==> config.mk <==
export PLATFORM = sky130hd
export DESIGN_NAME = cnu_min2_stream
export DESIGN_NICKNAME = d
export VERILOG_FILES = /design/src/rtl/cnu_pkg.sv /design/src/rtl/cnu_min2_merge.sv /design/src/rtl/cnu_min2_stream.sv
export SDC_FILE = /design/constraint.sdc
export NUM_CORES = 1
export LEC_CHECK = 0
export BUFFER_PORTS_ARGS = -buffer_cell sky130_fd_sc_hd__buf_2
export CORE_ASPECT_RATIO = 1.4
export CORE_UTILIZATION = 40
export CTS_BUF_LIST = sky130_fd_sc_hd__clkbuf_8
export DETAILED_ROUTE_END_ITERATION = 8
export PLACE_DENSITY = 0.61
export SETUP_SLACK_MARGIN = 0.2
export SYNTH_ARGS = -nofsm -noshare
export SYNTH_HDL_FRONTEND = slang
export SYNTH_SLANG_ARGS = --single-unit
==> constraint.sdc <==
create_clock -name clk -period 19.9 [get_ports clk]
set_input_delay 3.98 -clock clk [delete_from_list [all_inputs] [get_ports clk]]
set_output_delay 3.98 -clock clk [all_outputs]
set_load 0.01 [all_outputs]
==> src/rtl/cnu_pkg.sv <==
// Shared types and constants for the streaming min-sum check-node core.
// The min2_t tuple width is fixed here, so the top-level DATA_W / IDX_W
// parameters must keep their package defaults.
package cnu_pkg;

    localparam int CNU_DATA_W = 9;
    localparam int CNU_IDX_W  = 5;

    // Saturated magnitude, used for "no value yet" and for masked lanes
    localparam logic [CNU_DATA_W-1:0] MAG_MAX = '1;

    typedef struct packed {
        logic [CNU_DATA_W-1:0] m1;
        logic [CNU_DATA_W-1:0] m2;
        logic [CNU_IDX_W-1:0]  i1;
    } min2_t;

    typedef enum logic [1:0] {
        IDLE = 2'd0,
        ACC  = 2'd1,
        OUT  = 2'd2
    } cnu_state_e;

    // Neutral tuple: merging it as the lower-index operand leaves the
    // other operand's values in place
    function automatic min2_t min2_init();
        min2_t t;
        t.m1 = MAG_MAX;
        t.m2 = MAG_MAX;
        t.i1 = '0;
        return t;
    endfunction

endpackage

==> src/rtl/cnu_min2_merge.sv <==
// Combinational merge of two (min1, min2, idx1) tuples.
// Operand a always covers lower global indices than operand b, so a strict
// '<' keeps the lower index as min1 on ties and pushes the tied value to min2.
module cnu_min2_merge
    import cnu_pkg::*;
(
    input  min2_t a,
    input  min2_t b,
    output min2_t y
);

    // Select the overall minimum, then the runner-up from the two candidates
    always_comb begin
        y = a;
        if (b.m1 < a.m1) begin
            y.m1 = b.m1;
            y.i1 = b.i1;
            y.m2 = (a.m1 < b.m2) ? a.m1 : b.m2;
        end else begin
            y.m2 = (b.m1 < a.m2) ? b.m1 : a.m2;
        end
    end

endmodule

==> src/rtl/cnu_min2_stream.sv <==
// Streaming min-sum check-node core: folds one parity-check row, LANES
// messages per beat, into min1 / min2 / index of min1 / XOR of signs.
module cnu_min2_stream
    import cnu_pkg::*;
#(
    parameter int DATA_W  = CNU_DATA_W,
    parameter int IDX_W   = CNU_IDX_W,
    parameter int LANES   = 4,
    parameter int MAX_DEG = 32,
    parameter int DEG_W   = $clog2(MAX_DEG + 1)
) (
    input  logic                      clk,
    input  logic                      rst_n,
    input  logic                      in_valid,
    output logic                      in_ready,
    input  logic [LANES*DATA_W-1:0]   in_mag,
    input  logic [LANES-1:0]          in_sign,
    input  logic [DEG_W-1:0]          cfg_deg,
    output logic                      out_valid,
    input  logic                      out_ready,
    output logic [DATA_W-1:0]         out_min1,
    output logic [DATA_W-1:0]         out_min2,
    output logic [IDX_W-1:0]          out_idx1,
    output logic                      out_sign
);

    localparam int MAX_BEATS = (MAX_DEG + LANES - 1) / LANES;
    localparam int BC_W      = (MAX_BEATS > 1) ? $clog2(MAX_BEATS + 1) : 1;

    cnu_state_e            state_q, state_d;
    logic [BC_W-1:0]       beat_cnt_q, beat_cnt_d;
    logic [DEG_W-1:0]      deg_q, deg_d;
    min2_t                 acc_q, acc_d;
    logic                  acc_sign_q, acc_sign_d;
    logic [DATA_W-1:0]     out_min1_q, out_min1_d;
    logic [DATA_W-1:0]     out_min2_q, out_min2_d;
    logic [IDX_W-1:0]      out_idx1_q, out_idx1_d;
    logic                  out_sign_q, out_sign_d;

    logic                  accept;
    logic [DEG_W-1:0]      cfg_clamped;
    logic [DEG_W-1:0]      deg_eff;
    int                    nbeats;
    logic                  last_beat;
    logic                  beat_sign;
    min2_t                 lane_t [LANES];
    min2_t                 chain  [LANES];
    min2_t                 acc_merged;

    assign accept = in_valid & in_ready;

    // Row degree in force for this beat: freshly clamped config on the first beat, latched value after
    always_comb begin
        cfg_clamped = cfg_deg;
        if (cfg_deg == '0) begin
            cfg_clamped = DEG_W'(1);
        end else if (int'(cfg_deg) > MAX_DEG) begin
            cfg_clamped = DEG_W'(MAX_DEG);
        end
        deg_eff   = (state_q == IDLE) ? cfg_clamped : deg_q;
        nbeats    = (int'(deg_eff) + LANES - 1) / LANES;
        last_beat = (int'(beat_cnt_q) == nbeats - 1);
    end

    // Build one tuple per lane; lanes past the row degree become saturated and sign-neutral
    always_comb begin
        beat_sign = 1'b0;
        for (int k = 0; k < LANES; k++) begin
            lane_t[k].m2 = MAG_MAX;
            lane_t[k].i1 = IDX_W'(int'(beat_cnt_q) * LANES + k);
            if (int'(beat_cnt_q) * LANES + k < int'(deg_eff)) begin
                lane_t[k].m1 = in_mag[k*DATA_W +: DATA_W];
                beat_sign    = beat_sign ^ in_sign[k];
            end else begin
                lane_t[k].m1 = MAG_MAX;
            end
        end
    end

    // Lanes are folded lowest index first so every merge sees the lower indices on its a side
    assign chain[0] = lane_t[0];

    for (genvar k = 1; k < LANES; k++) begin : g_tree
        cnu_min2_merge u_lane_merge (
            .a (chain[k-1]),
            .b (lane_t[k]),
            .y (chain[k])
        );
    end

    cnu_min2_merge u_acc_merge (
        .a (acc_q),
        .b (chain[LANES-1]),
        .y (acc_merged)
    );

    // Row sequencing: IDLE takes the first beat, ACC the rest, OUT holds the result
    always_comb begin
        state_d = state_q;
        case (state_q)
            IDLE:    if (accept) state_d = last_beat ? OUT : ACC;
            ACC:     if (accept && last_beat) state_d = OUT;
            OUT:     if (out_ready) state_d = IDLE;
            default: state_d = IDLE;
        endcase
    end

    // Handshake outputs follow the state directly
    always_comb begin
        in_ready  = (state_q != OUT);
        out_valid = (state_q == OUT);
    end

    // Accumulate each accepted beat, capture the result on the last beat, re-arm after hand-off
    always_comb begin
        beat_cnt_d = beat_cnt_q;
        deg_d      = deg_q;
        acc_d      = acc_q;
        acc_sign_d = acc_sign_q;
        out_min1_d = out_min1_q;
        out_min2_d = out_min2_q;
        out_idx1_d = out_idx1_q;
        out_sign_d = out_sign_q;
        if (accept) begin
            acc_d      = acc_merged;
            acc_sign_d = acc_sign_q ^ beat_sign;
            if (state_q == IDLE) begin
                deg_d = cfg_clamped;
            end
            if (last_beat) begin
                beat_cnt_d = '0;
                out_min1_d = acc_merged.m1;
                out_min2_d = acc_merged.m2;
                out_idx1_d = acc_merged.i1;
                out_sign_d = acc_sign_q ^ beat_sign;
            end else begin
                beat_cnt_d = beat_cnt_q + BC_W'(1);
            end
        end
        if ((state_q == OUT) && out_ready) begin
            acc_d      = min2_init();
            acc_sign_d = 1'b0;
            beat_cnt_d = '0;
        end
    end

    // State and datapath registers; reset discards any partial row
    always_ff @(posedge clk or negedge rst_n) begin
        if (!rst_n) begin
            state_q    <= IDLE;
            beat_cnt_q <= '0;
            deg_q      <= '0;
            acc_q      <= min2_init();
            acc_sign_q <= 1'b0;
            out_min1_q <= '0;
            out_min2_q <= '0;
            out_idx1_q <= '0;
            out_sign_q <= 1'b0;
        end else begin
            state_q    <= state_d;
            beat_cnt_q <= beat_cnt_d;
            deg_q      <= deg_d;
            acc_q      <= acc_d;
            acc_sign_q <= acc_sign_d;
            out_min1_q <= out_min1_d;
            out_min2_q <= out_min2_d;
            out_idx1_q <= out_idx1_d;
            out_sign_q <= out_sign_d;
        end
    end

    assign out_min1 = out_min1_q;
    assign out_min2 = out_min2_q;
    assign out_idx1 = out_idx1_q;
    assign out_sign = out_sign_q;

endmodule
# Word-level counts from Yosys, hierarchy flattened

Cells that the tools add are included.

Bits in registers: 60
Latch bits: 0
RAM bits: 0
Bits in read-only memories: 0
Output and inout bits: 26
Memories: 0

$add $sub $neg: 8
Multipliers: 0
Divide/modulo/power cells: 0
Order comparisons: 17
Equal/unequal tests: 7
Shift-type cells: 0
Muxes and demuxes: 43
Bitwise gates (word level): 6
Reduce and logical (&&, ||, !) cells: 8

Operator list:

| operator                                              | count |
|---|---|
| 2-to-1 mux 9 bit                                      | 20 |
| less-than comparator 9 bit                            | 8 |
| 2-to-1 mux 23 bit                                     | 2 |
| less-than comparator 9 bit (second input constant)    | 4 |
| adder 32 x 1 -> 32 bit                                | 1 |
| equality test 5 x 32 -> 1 bit                         | 1 |
| subtractor 32 x 2 -> 32 bit (second input constant)   | 1 |
| less-than comparator 7 x 6 -> 1 bit                   | 3 |
| 2-to-1 mux 5 bit                                      | 4 |
| 2-to-1 mux 6 bit                                      | 3 |
| adder 6 x 2 -> 7 bit (second input constant)          | 2 |
| 2-to-1 mux 4 bit                                      | 3 |
| 2-to-1 mux 2 bit                                      | 4 |
| subtractor 7 x 1 -> 8 bit (second input constant)     | 1 |
| adder 6 x 1 -> 7 bit (second input constant)          | 1 |
| adder 6 x 3 -> 7 bit (second input constant)          | 1 |
| greater-than comparator 6 bit (second input constant) | 1 |
| zero test 6 bit                                       | 1 |
| less-than comparator 6 bit                            | 1 |
| 2-to-1 mux 1 bit                                      | 6 |
| != test 2 bit (second input constant)                 | 3 |
| one-hot mux 2 bit (3 select lines)                    | 1 |
| adder 4 x 1 -> 4 bit (second input constant)          | 1 |
| bitwise XOR 1 bit                                     | 4 |
| other kinds (10)                                      | 12 |

# Logic depth before layout (Yosys ltp)

Depth after elaboration: 20
Depth in mapped cells: 63
Depth with buffers taken out: 51

# Hierarchy

From an unflattened synthesis, not the netlist that was laid out.

Cell total of the unflattened synthesis: 839
Area total of the unflattened synthesis: 7,544.7 µm²

By module, submodules not included:

| module          | instances | cells an instance | area an instance (µm²) | sequential area each (µm²) |
|---|---|---|---|---|
| cnu_min2_merge  | 4         | 128               | 1,069.8                | 0.0 |
| cnu_min2_stream | 1         | 327               | 3,265.6                | 1,524.0 |

# Worst setup path after synthesis

No wires, ideal clock.

Path kind: input-to-reg
Start: input cfg_deg[5]
End: register acc_q[2] (netlist bit)
Library setup time: 0.129 ns
Arrival: 14.421 ns
Required time: 19.771 ns
Setup slack: 5.350 ns
Stages on the path: 58
Path buffers: 11
Cells stage by stage: or3b_2 > a21boi_1 > ha_1 > nand4_1 > a211o_1 > o21ai_0 > clkbuf_1 > nor2_1 > ha_1 > and4_1 > o31a_1 > nand2_1 > o21ai_1 > clkbuf_1 > clkbuf_1 > nand2_1 > o21ai_0 > ha_1 > [... 22 more ...] > buf_1 > mux2i_1 > ha_1 > a21oi_1 > nor2b_1 > o21ai_0 > nand2b_1 > a21oi_1 > nor2b_1 > o21ai_0 > nand2b_1 > a221o_1 > clkbuf_1 > nand2_1 > nand2_1 > clkbuf_1 > nand2_1 > o21ai_0

Word-level cells in the longest chain between the ends: 16

Ends and longest elaborated chain:

| what                                                                              | RTL line               | RTL |
|---|---|---|
| start, declared                                                                   | cnu_min2_stream.sv:18  | `input logic [DEG_W-1:0] cfg_deg,` |
| greater-than comparator 6 bit                                                     | cnu_min2_stream.sv:57  | `end else if (int'(cfg_deg) > MAX_DEG) begin` |
| 2-to-1 mux 6 bit                                                                  | cnu_min2_stream.sv:57  |  |
| 2-to-1 mux 6 bit *                                                                | cnu_min2_stream.sv:55  | `if (cfg_deg == '0) begin` |
| 2-to-1 mux 6 bit *                                                                | n/a                    |  |
| less-than comparator 7 x 6 -> 1 bit or less-than comparator 6 bit (tied branches) | cnu_min2_stream.sv:71  | `if (int'(beat_cnt_q) * LANES + k < int'(deg_eff)) begin` |
| 2-to-1 mux 9 bit                                                                  | cnu_min2_stream.sv:71  |  |
| less-than comparator 9 bit                                                        | cnu_min2_merge.sv:15   | `if (b.m1 < a.m1) begin` |
| 2-to-1 mux 9 bit                                                                  | cnu_min2_merge.sv:15   |  |
| less-than comparator 9 bit                                                        | cnu_min2_merge.sv:15   |  |
| 2-to-1 mux 9 bit                                                                  | cnu_min2_merge.sv:15   |  |
| less-than comparator 9 bit                                                        | cnu_min2_merge.sv:15   |  |
| 2-to-1 mux 9 bit                                                                  | cnu_min2_merge.sv:15   |  |
| less-than comparator 9 bit                                                        | cnu_min2_merge.sv:15   |  |
| 2-to-1 mux 5 bit *                                                                | cnu_min2_merge.sv:15   |  |
| 2-to-1 mux 23 bit *                                                               | cnu_min2_stream.sv:124 | `if (accept) begin` |
| 2-to-1 mux 23 bit *                                                               | cnu_min2_stream.sv:140 | `if ((state_q == OUT) && out_ready) begin` |
| end signal, assigned                                                              | cnu_min2_stream.sv:153 | `acc_q <= min2_init();` |
| end, declared                                                                     | cnu_min2_stream.sv:33  | `min2_t acc_q, acc_d;` |

Mark *: on every way between the ends. The rest lies on a longest branch, timed or not. The select of a mux whose other input is x is not followed.
A chain may end at the register's enable or synchronous reset.

# Final worst setup path

Start: input cfg_deg[5]
End: register acc_q[4] (netlist bit)

The elaborated chain is that of the path after synthesis.

==> impl_metrics.yaml <==
logic_synthesis:
  edff_count_synth: 0
  synth.ff_latch_count: 60
  ys_seq_area_share_pct: 24.9
  ys_async_sr_fraction_pct: 100
  syn-instance-count: 780
  netlist_area_um2: 6120
  yosys_warnings: 0
  ys.flop_type: "sky130_fd_sc_hd__dfrtp_1"
  syn-num-nets: 897
  netlist-cell-type-count: 76
  mean_cell_area_of_the_mapped_netlist_um2: 7.85
place:
  postPlaceCellArea_um2: 6670
  portBuffers: 75
  place_inst: 1023
  gp_routability_congestion: 0.876
  hpwlAfterDp_mm: 13.6
clock_tree:
  worst_setup_hold_path_clk_slew_ns: 0.07
  htree_levels: 3
  clock_tree_from_tritoncts: "yes"
  cts-root-to-sink-buffers: 2
  root_buffer: "sky130_fd_sc_hd__clkbuf_8"
  worst_skew_pair.late_latency_ns: 0.36
  cts.sinks: 60
  numCtsBuffers: 9
  cts.repair.resized: 0
  post_cts_setup_buffers: 0
  cts_hold_buffers: 0
floorplanning:
  top_level_ports: 76
  die-width_um: 107
  dieHeight_um: 148
  std_cell_rows: 53
  core_area_um2: 15000
  die-area_um2: 15800
  floorplan.initialDensity_pct: 40.8
timing:
  timing_hold_violations_final: 0
  worst-slew-pin-transition_ns: 1.09
  setup_tns_ns: 0
  finalSetupViolations: 0
  timing.final.max_slew_violations: 0
  fmax_mhz: 63.5
  grt_setup_unrepaired: "no"
  layout_min_cycle_time_ns: 15.75
  period_share_pct: 79.2
  max_slew_margin_pct: 27.3
  worst_slack_on_hold_paths_ns: 0.473
  fin_worst_skew_ns: 0.00914
flow_run:
  cap_violations: 0
grt:
  grt_busiest_layer: "met2"
  grt_start_max_net_pins: 61
  grt_usage_pct: 22.1
  grt_pass1_vias: 5606
  sum_of_overflow_across_all_layers_after_global_routing: 0
  globalRouteMet3Util_pct: 1.67
  grt.met2_usage_pct: 41.1
  grt_util_met1_pct: 26.7
  antenna_found_initial: 0
  grt_first_pass_wirelength_mm: 27.8
worst_setup_path:
  worstSetupEndpointType: "flop"
  critical_path_class: "input pin to flop"
  cp.arrival_ns: 16.04
  cp_slowest_stage_delay_ns: 0.74
  regToRegStartpoint: "state_q[1]"
  critical_path.most_common_cell: "sky130_fd_sc_hd__a21o_1"
  kind_of_cell_adding_the_most_delay_to_the_critical_path: "compound AO/OA/AOI/OAI gates"
  path_max_fanout: 37
  critical_path.startpoint_type: "input pin"
  worstSetupStartpoint: "cfg_deg[5]"
  worstPathRequired_ns: 20.19
  critical-path-slowest-cell: "sky130_fd_sc_hd__nor2_1"
  timing.critical_path.buf_inv: 3
route:
  post_drt_via_cell_ratio: 5.63
  number_of_routed_nets_with_antenna_violations: 0
  detailroute.via_count: 5853
  dr.first_iter.drc_count: 341
  drt_first_pass_iters: 6
  drc: 2
  postRouteWirelength_mm: 17.0
  route.detailed.wl_per_inst_um: 16.4
worst_hold_path:
  worst_hold_path_type: "flop to flop"
  holdCritStartpoint: "out_min1[5]"
finish:
  finalNetCount: 959
  drive_above_1_share_pct: 17.6
  area_growth_syn_to_layout_pct: 12.2
  post_layout_nonfiller_instances: 1039
  insertedDiodeCount: 0
  design_area_um2: 6870
status:
  failed_checks: "DRC"
  run_status: "finished, violations left"
[per-layer routing]
metal,routed length (um),vias up
met5,0,-
met1,7390,2726
met3,509,26
met4,308,0
met2,8830,132
li1,-,2969
[synth_stat cells (10+ instances only)]
cell type                  number  area, um^2
sky130_fd_sc_hd__dfrtp_1       42        1050
sky130_fd_sc_hd__a21oi_1       63         315
sky130_fd_sc_hd__a211oi_1      12        90.1
sky130_fd_sc_hd__mux2i_1       31         310
sky130_fd_sc_hd__nand4_1       15        93.8
sky130_fd_sc_hd__nor3_1        20         100
sky130_fd_sc_hd__a21o_1        26         195
sky130_fd_sc_hd__nor2_1        81         304
sky130_fd_sc_hd__clkbuf_1      24        90.1
sky130_fd_sc_hd__inv_1         39         146
sky130_fd_sc_hd__or2_2         10        62.6
sky130_fd_sc_hd__ha_1          67         838
sky130_fd_sc_hd__o22ai_1       10        62.6
sky130_fd_sc_hd__o21ai_0       68         340
sky130_fd_sc_hd__nand2_1      100         375
sky130_fd_sc_hd__dfstp_2       18         473
sky130_fd_sc_hd__or3_1         10        62.6
[registers in the layout (all words and copies together) (netlist names)]
signal and cells:
acc_q 23, out_min1 9, out_min2 9, deg_q 6, out_idx1 5, beat_cnt_q 4, state_q 2, acc_sign_q 1
out_sign 1
[placed cells by master (no fill, tap or decap), types with 3 or more instances in the layout]
cell / n
sky130_fd_sc_hd__a211o_1: 3
sky130_fd_sc_hd__a211oi_1: 12
sky130_fd_sc_hd__a21o_1: 26
sky130_fd_sc_hd__a21oi_1: 63
sky130_fd_sc_hd__a22o_1: 7
sky130_fd_sc_hd__a31oi_1: 4
sky130_fd_sc_hd__and2_1: 5
sky130_fd_sc_hd__and4_1: 3
sky130_fd_sc_hd__buf_2: 75
sky130_fd_sc_hd__buf_4: 11
sky130_fd_sc_hd__clkbuf_8: 11
sky130_fd_sc_hd__dfrtp_1: 42
sky130_fd_sc_hd__dfstp_2: 18
sky130_fd_sc_hd__ha_1: 67
sky130_fd_sc_hd__inv_1: 41
sky130_fd_sc_hd__mux2_2: 7
sky130_fd_sc_hd__mux2i_1: 31
sky130_fd_sc_hd__nand2_1: 100
sky130_fd_sc_hd__nand2b_1: 8
sky130_fd_sc_hd__nand3_1: 8
sky130_fd_sc_hd__nand3b_1: 3
sky130_fd_sc_hd__nand4_1: 15
sky130_fd_sc_hd__nor2_1: 81
sky130_fd_sc_hd__nor2b_1: 5
sky130_fd_sc_hd__nor3_1: 20
sky130_fd_sc_hd__nor3b_1: 4
sky130_fd_sc_hd__o2111a_1: 3
sky130_fd_sc_hd__o211ai_1: 8
sky130_fd_sc_hd__o21a_1: 6
sky130_fd_sc_hd__o21ai_0: 68
sky130_fd_sc_hd__o21ai_1: 3
sky130_fd_sc_hd__o22ai_1: 10
sky130_fd_sc_hd__or2_2: 10
sky130_fd_sc_hd__or3_1: 10
sky130_fd_sc_hd__xnor2_1: 6
sky130_fd_sc_hd__xor2_1: 3
[final cells by class]
class	instances	area [um^2]
Clock buffer	11	151
Clock inverter	5	52.6
Fill cell	1587	8120
Inverter	39	146
Multi-Input combinational cell	646	4300
Sequential cell	60	1520
Tap cell	192	240
Timing Repair Buffer	86	458
[per-stage QoR]
stage	worst slack, ns	util, %
after CTS	4.28	45.8
final	4.15	45.8
after global routing	2.99	45.8
after global placement	4.18	44.5
after floorplan	5.35	-
after detailed placement	3.93	44.5
[worst paths after layout]
path	cells past startpoint	slack (ns)	end
worst max-delay path	48	4.15	acc_q[4]
worst min-delay path	2	0.47	out_min1[5]
worst max register to register	49	7.22	acc_q[4]
worst min register to register	2	0.47	out_min1[5]
max in group asynchronous	2	15.60	state_q[1]
min in group asynchronous	2	3.77	out_min2[6]
[kinds of logic (layout without fill, tap and decap cells)]
logic type | after synthesis | count (layout) | synth area share (%)
fa+ha+maj | 67 | 67 | 13.7
simple gates | 280 | 280 | 21.2
compound gates | 250 | 250 | 27.2
xor+xnor | 9 | 9 | 1.29
flops | 60 | 60 | 24.9
buf+inv | 74 | 141 | 4.89
mux | 40 | 40 | 6.83
[worst register-to-register path: cells and delay by family, from the launching register on]
family / cells / cell delay, ns
AO/OA/AOI/OAI: 27 / 7.33
adder cells (fa/ha/maj): 5 / 1.50
buffers and inverters: 3 / 0.45
flip-flops: 1 / 0.47
multiplexers: 1 / 0.46
AND/OR/NAND/NOR: 13 / 2.39
Power is not shown: default switching activity piles up to over one toggle a cycle in this logic, so the estimate is an artifact.
